===== config.mk =====
export PLATFORM = sky130hd
export DESIGN_NAME = cdc_xfer_ctrl
export DESIGN_NICKNAME = d
export VERILOG_FILES = /design/src/rtl/cdc_xfer_ctrl.sv
export SDC_FILE = /design/constraint.sdc
export NUM_CORES = 1
export LEC_CHECK = 0
export BUFFER_PORTS_ARGS = -buffer_cell sky130_fd_sc_hd__buf_2
export CELL_PAD_IN_SITES_DETAIL_PLACEMENT = 1
export CELL_PAD_IN_SITES_GLOBAL_PLACEMENT = 2
export CORE_MARGIN = 3
export CORE_UTILIZATION = 24
export DETAILED_ROUTE_END_ITERATION = 8
export GPL_TIMING_DRIVEN = 0
export PLACE_DENSITY = 0.82
export SLEW_MARGIN = 20
export SYNTH_ARGS = -nofsm -noshare
export SYNTH_HDL_FRONTEND = slang
export SYNTH_SLANG_ARGS = --single-unit

===== constraint.sdc =====
create_clock -name clk -period 1.32 [get_ports clk]
set_input_delay 0.264 -clock clk [delete_from_list [all_inputs] [get_ports clk]]
set_output_delay 0.264 -clock clk [all_outputs]
set_load 0.05 [all_outputs]

===== src/rtl/cdc_xfer_ctrl.sv =====
// cdc_xfer_ctrl: single-clock receiver for a four-phase req/ack handshake
// arriving from a foreign clock domain. req_async goes through a two-flop
// synchroniser. data_in is never synchronised; it is only captured while the
// sender holds it stable under an asserted request.
// Optional feature: define XFER_CNT_EN to build the saturating transfer
// counter on xfer_cnt. Without it, xfer_cnt is tied to zero.
module cdc_xfer_ctrl #(
  parameter int unsigned DW = 8
) (
  input  logic          clk,
  input  logic          rst,
  input  logic          req_async,
  input  logic [DW-1:0] data_in,
  output logic          ack,
  output logic [DW-1:0] out_data,
  output logic          out_valid,
  input  logic          out_ready,
  output logic          busy,
  output logic          err_proto,
  output logic [7:0]    xfer_cnt
);

  typedef enum logic [1:0] {
    S_IDLE = 2'd0,
    S_HOLD = 2'd1,
    S_ACK  = 2'd2
  } state_t;

  state_t        r_state;
  state_t        w_state_nxt;
  logic          r_s1;
  logic          r_req_s;
  logic          r_ack;
  logic          r_out_valid;
  logic [DW-1:0] r_out_data;
  logic          r_err;
  logic          w_ack_nxt;
  logic          w_valid_nxt;
  logic          w_load;
  logic          w_err_set;

  // Two-flop synchroniser; the only place req_async is sampled
  always_ff @(posedge clk) begin
    if (rst) begin
      r_s1    <= 1'b0;
      r_req_s <= 1'b0;
    end else begin
      r_s1    <= req_async;
      r_req_s <= r_s1;
    end
  end

  // State register
  always_ff @(posedge clk) begin
    if (rst) begin
      r_state <= S_IDLE;
    end else begin
      r_state <= w_state_nxt;
    end
  end

  // Next-state and next-output decode; sender withdrawal in HOLD wins over handshake
  always_comb begin
    w_state_nxt = r_state;
    w_ack_nxt   = r_ack;
    w_valid_nxt = r_out_valid;
    w_load      = 1'b0;
    w_err_set   = 1'b0;
    unique case (r_state)
      S_IDLE: begin
        if (r_req_s) begin
          w_load      = 1'b1;
          w_valid_nxt = 1'b1;
          w_state_nxt = S_HOLD;
        end
      end
      S_HOLD: begin
        if (!r_req_s) begin
          w_err_set   = 1'b1;
          w_valid_nxt = 1'b0;
          w_ack_nxt   = 1'b0;
          w_state_nxt = S_IDLE;
        end else if (r_out_valid && out_ready) begin
          w_valid_nxt = 1'b0;
          w_ack_nxt   = 1'b1;
          w_state_nxt = S_ACK;
        end
      end
      S_ACK: begin
        if (!r_req_s) begin
          w_ack_nxt   = 1'b0;
          w_state_nxt = S_IDLE;
        end
      end
      default: begin
        w_ack_nxt   = 1'b0;
        w_valid_nxt = 1'b0;
        w_state_nxt = S_IDLE;
      end
    endcase
  end

  // Registered handshake outputs, captured word and sticky error flag
  always_ff @(posedge clk) begin
    if (rst) begin
      r_ack       <= 1'b0;
      r_out_valid <= 1'b0;
      r_out_data  <= '0;
      r_err       <= 1'b0;
    end else begin
      r_ack       <= w_ack_nxt;
      r_out_valid <= w_valid_nxt;
      r_out_data  <= w_load ? data_in : r_out_data;
      r_err       <= r_err | w_err_set;
    end
  end

`ifdef XFER_CNT_EN
  logic       w_xfer_done;
  logic [7:0] r_xfer_cnt;

  assign w_xfer_done = (r_state == S_ACK) && !r_req_s;

  // Saturating count of completed ACK-to-IDLE exits
  always_ff @(posedge clk) begin
    if (rst) begin
      r_xfer_cnt <= '0;
    end else if (w_xfer_done && (r_xfer_cnt != '1)) begin
      r_xfer_cnt <= r_xfer_cnt + 8'd1;
    end
  end

  assign xfer_cnt = r_xfer_cnt;
`else
  assign xfer_cnt = '0;
`endif

  assign ack       = r_ack;
  assign out_valid = r_out_valid;
  assign out_data  = r_out_data;
  assign err_proto = r_err;
  assign busy      = (r_state != S_IDLE);

endmodule

Word-level counts from Yosys, hierarchy flattened --
Cells that the tools add are included.
Cells by class: bitwise operators 3, muxes and demuxes 17, reduce and logical (&&, ||, !) cells 6, eq/ne operators 5
Operators by type and width (number):
- $mux 1 | 10
- $reduce_and 3->1 | 3
- $mux 2 | 4
- $pmux 1 s3 | 2
- $pmux 2 s3 | 1
- $ne 2x2->1 const B | 2
- $ne 3x3->1 const B | 1
- $eq 2x1->1 const B | 1
- $eq 2x2->1 const B | 1
- $logic_not 2->1 | 1
- $not 1->1 | 2
- $reduce_bool 2->1 | 1
- $logic_and 1x1->1 | 1
- $or 1x1->1 | 1
Storage, ports and cells: output and inout port bits 20, flip-flop bits (word level) 15, word-level logic and storage cells 38, input port bits 12

Logic depth before layout (Yosys ltp) --
word-level depth 4, gate-level depth with buffers 4, gate-level depth less buffers 3

Worst setup path after synthesis --
OpenSTA, ideal clock, no wires.
path type register to register, from reg r_out_valid, in the netlist out_valid, to reg r_state[1], buffers on the path 0, stages on the path, launching flop included 4, required time 1.248 ns, library setup time 0.072 ns, clock period less this slack 1.277 ns, slack 0.043 ns, data arrival time 1.204 ns, cells stage by stage dfxtp_1 -> nand3_2 -> mux2_2 -> nor3b_2
On the way: longest elaborated chain between the ends 3
Ends and longest elaborated chain:
- start: declaration | line 34 | logic r_out_valid;
- start signal: assignment | line 112 | r_out_valid <= w_valid_nxt;
- $logic_and 1x1->1 | line 83 | end else if (r_out_valid && out_ready) begin
- $ne 3x3->1 (no line)
- $reduce_and 3->1 (no line)
- end signal: assignment | line 58 | r_state <= w_state_nxt;
- end: declaration | line 29 | state_t r_state;
No other way between the ends. A chain may end at the register's enable or synchronous reset.

Final worst setup path --
from reg r_state[0], to out busy
On the way: longest elaborated chain between the ends 1
Ends and longest elaborated chain:
- $reduce_bool 2->1 | line 142 | assign busy = (r_state != S_IDLE);
- end: declaration | line 18 | output logic busy,
No other way between the ends.

==> run metrics <==
most frequent cells in the layout buf_2 (22), dfxtp_1 (13), nor2_1 (10), buf_4 (10); max cap viols 0; Via Count 507; Seq/Total Area, Yosys 47.5%; fillers 292; final hold viol count 0; Post-Route WL 1280 microns; number of diodes 0; Worst-Skew Late Latency 0.28 ns; WL met1 562 microns; most common cell after layout, fill and taps aside buf_2; synthesized cell area 632 sq um; Worst R2R End out_data[6]; Worst EP arrival 1.02 ns; gr usage total 9.06%; CTS root buf clkbuf_4; total CTS buffers 3; global route overflow 0; HPWL after DPL 1010 microns; Top Metal Used met3; largest net degree at the start of global routing 11; Synth Area in Compound Gates 3.76%; CP required 1.06 ns; first-pass GRT wire length 2330 microns; gpl congestion 0.695; fin nets 111; crit start category flop; I/O Pins 32; WS Path Type flop to output port; worst clock skew 0.00265 ns; total negative setup slack 0 ns; YS warnings 0; die width 57.3 microns; RSZ-0062 raised after global routing true; clock slew at reported path FFs 0.09 ns; First-pass DRT Iterations 3; fmax 782 MHz; simple-gate area share of the yosys netlist 21.8%; CTS Buffer Depth 2; final antenna-violating net count 0; met3 routed WL 99 microns; #FFs+latches synth 15; Hold Path Sink r_s1; HP Start req_async; Post-route DRC 0; synthesis-to-finish area growth 36.6%; final worst path period need 1.28 ns; vias in the first global route 530; r2r worst-path depth 5; Leak Pwr 0.410 nW; post-synthesis adder-cell area fraction 0%; Pins Over Slew Limit 0; Die Height 57.3 microns; wire length per cell 10.1 microns; XOR/XNOR share of the synthesized area 0%; Finish-stage setup viols 0; pwr/cell area 1060 nW/um^2; CTS H-tree depth 1; multiplexer share of the synthesized area 14.5%; cts hold-fix bufs 0; IO buf count 23; Peak VDD IR 796 uV; core area 2360 sq um; initial antenna violation count 0; outcome completed; layout cells sized above 1 43.9%; nature of the critical path endpoint output port; r2r startpoint r_state[0]; CP Max Fanout 2; hold_ws 0.192 ns; largest family of logic cells by synthesized area simple AND/OR/NAND/NOR gates; First DRT Iteration DRCs 11; # rows 17; distinct cell type count after synthesis 19; CTS tree built; period utilization 96.9%; starting density of the core 26.8%; synthesized instance count 62; vias per cell 4.02; met2 routed WL 615 microns; Die ar. 3280 sq um; CTS Sinks 15; min-delay worst type input port to flop; WHS Path Cells 2; R2R setup slack 0.11 ns; Post-Syn Area per Cell 10.2 sq um
==> layout make-up <==
class	instances	area, sq um	area share [%]
multi-input cells	44	283	32.8
repair buffers	25	136	15.8
flip-flops and latches	15	308	35.7
well taps	28	35.0	4.06
clock buffers	4	26.3	3.04
plain buffers	10	75.1	8.70
==> through the flow <==
step                      area (sq um)  cells  total power, mW  setup slack (ns)  util, %
final                              863    126            0.914            0.0408     36.6
after global routing               863    126            0.975           -0.0181     36.6
after CTS                          853    125            0.934            0.0197     36.1
after detailed placement           808    120            0.667             0.163     34.2
after global placement             808    120            0.665             0.187     34.2
after floorplan                    658     69            0.629            0.0432        -
==> logic make-up (layout without fill, tap and decap cells) <==
family | after synthesis | in the layout
AND/OR/NAND/NOR | 23 | 23
flip-flops | 15 | 15
buffers and inverters | 10 | 39
multiplexers | 9 | 9
AO/OA/AOI/OAI | 4 | 4
other | 1 | 8
==> registers in the layout, summed over array words and instances (netlist names) <==
register / cells
ack: 1
err_proto: 1
out_data: 8
out_valid: 1
r_req_s: 1
r_s1: 1
r_state: 2
==> worst max path at each step <==
stage                           from          end  slack [ns]
after floorplan            out_valid   r_state[1]        0.04
after global placement    r_state[0]  out_data[0]        0.19
after detailed placement  r_state[0]  out_data[3]        0.16
after CTS                 r_state[1]         busy        0.02
after global routing      r_state[0]         busy       -0.02
final                     r_state[0]         busy        0.04
==> Yosys cell counts (all sizes together) <==
cell	number	share of area, %
or2	1	0.99
a31oi	1	0.99
nor2b	3	3.0
nor2	10	5.9
nand2b	2	2.0
buf	9	11
conb	1	0.59
dfxtp	15	48
nand2	1	0.59
mux2	1	1.8
clkbuf	1	0.59
and3b	1	1.4
nand3b	2	2.4
nor3b	2	4.0
o21bai	1	1.2
a21oi	2	1.6
mux2i	8	13
nand3	1	1.6
==> metal layers <==
layer | vias to the layer above | GRT usage (%)
met3 | 0 | 4.52
met4 | 0 | 1.99
met1 | 228 | 10.9
met5 | - | 0
li1 | 259 | -
met2 | 20 | 14.5
==> where the power goes <==
| part | total, mW | internal, mW | switching [mW] |
|---|---|---|---|
| Clock | 0.259 | 0.117 | 0.142 |
| Combinational | 0.184 | 0.0580 | 0.126 |
| Sequential | 0.471 | 0.463 | 0.00775 |
| Total | 0.914 | 0.639 | 0.276 |
==> worst max-delay path, stage by stage, from the launching register on <==
cell	delay (ns)
dfxtp_4	0.35
or2_1	0.23
buf_6	0.16
==> repair_timing <==
action	4_1_cts	5_1_grt
cloned	0	0
endpoints found under the hold margin	0	0
gates resized for setup	5	1
buffers inserted	1	1
setup endpoints to repair	1	3
pin swaps	0	1
No activity file was read; power rests on OpenSTA's default activity.
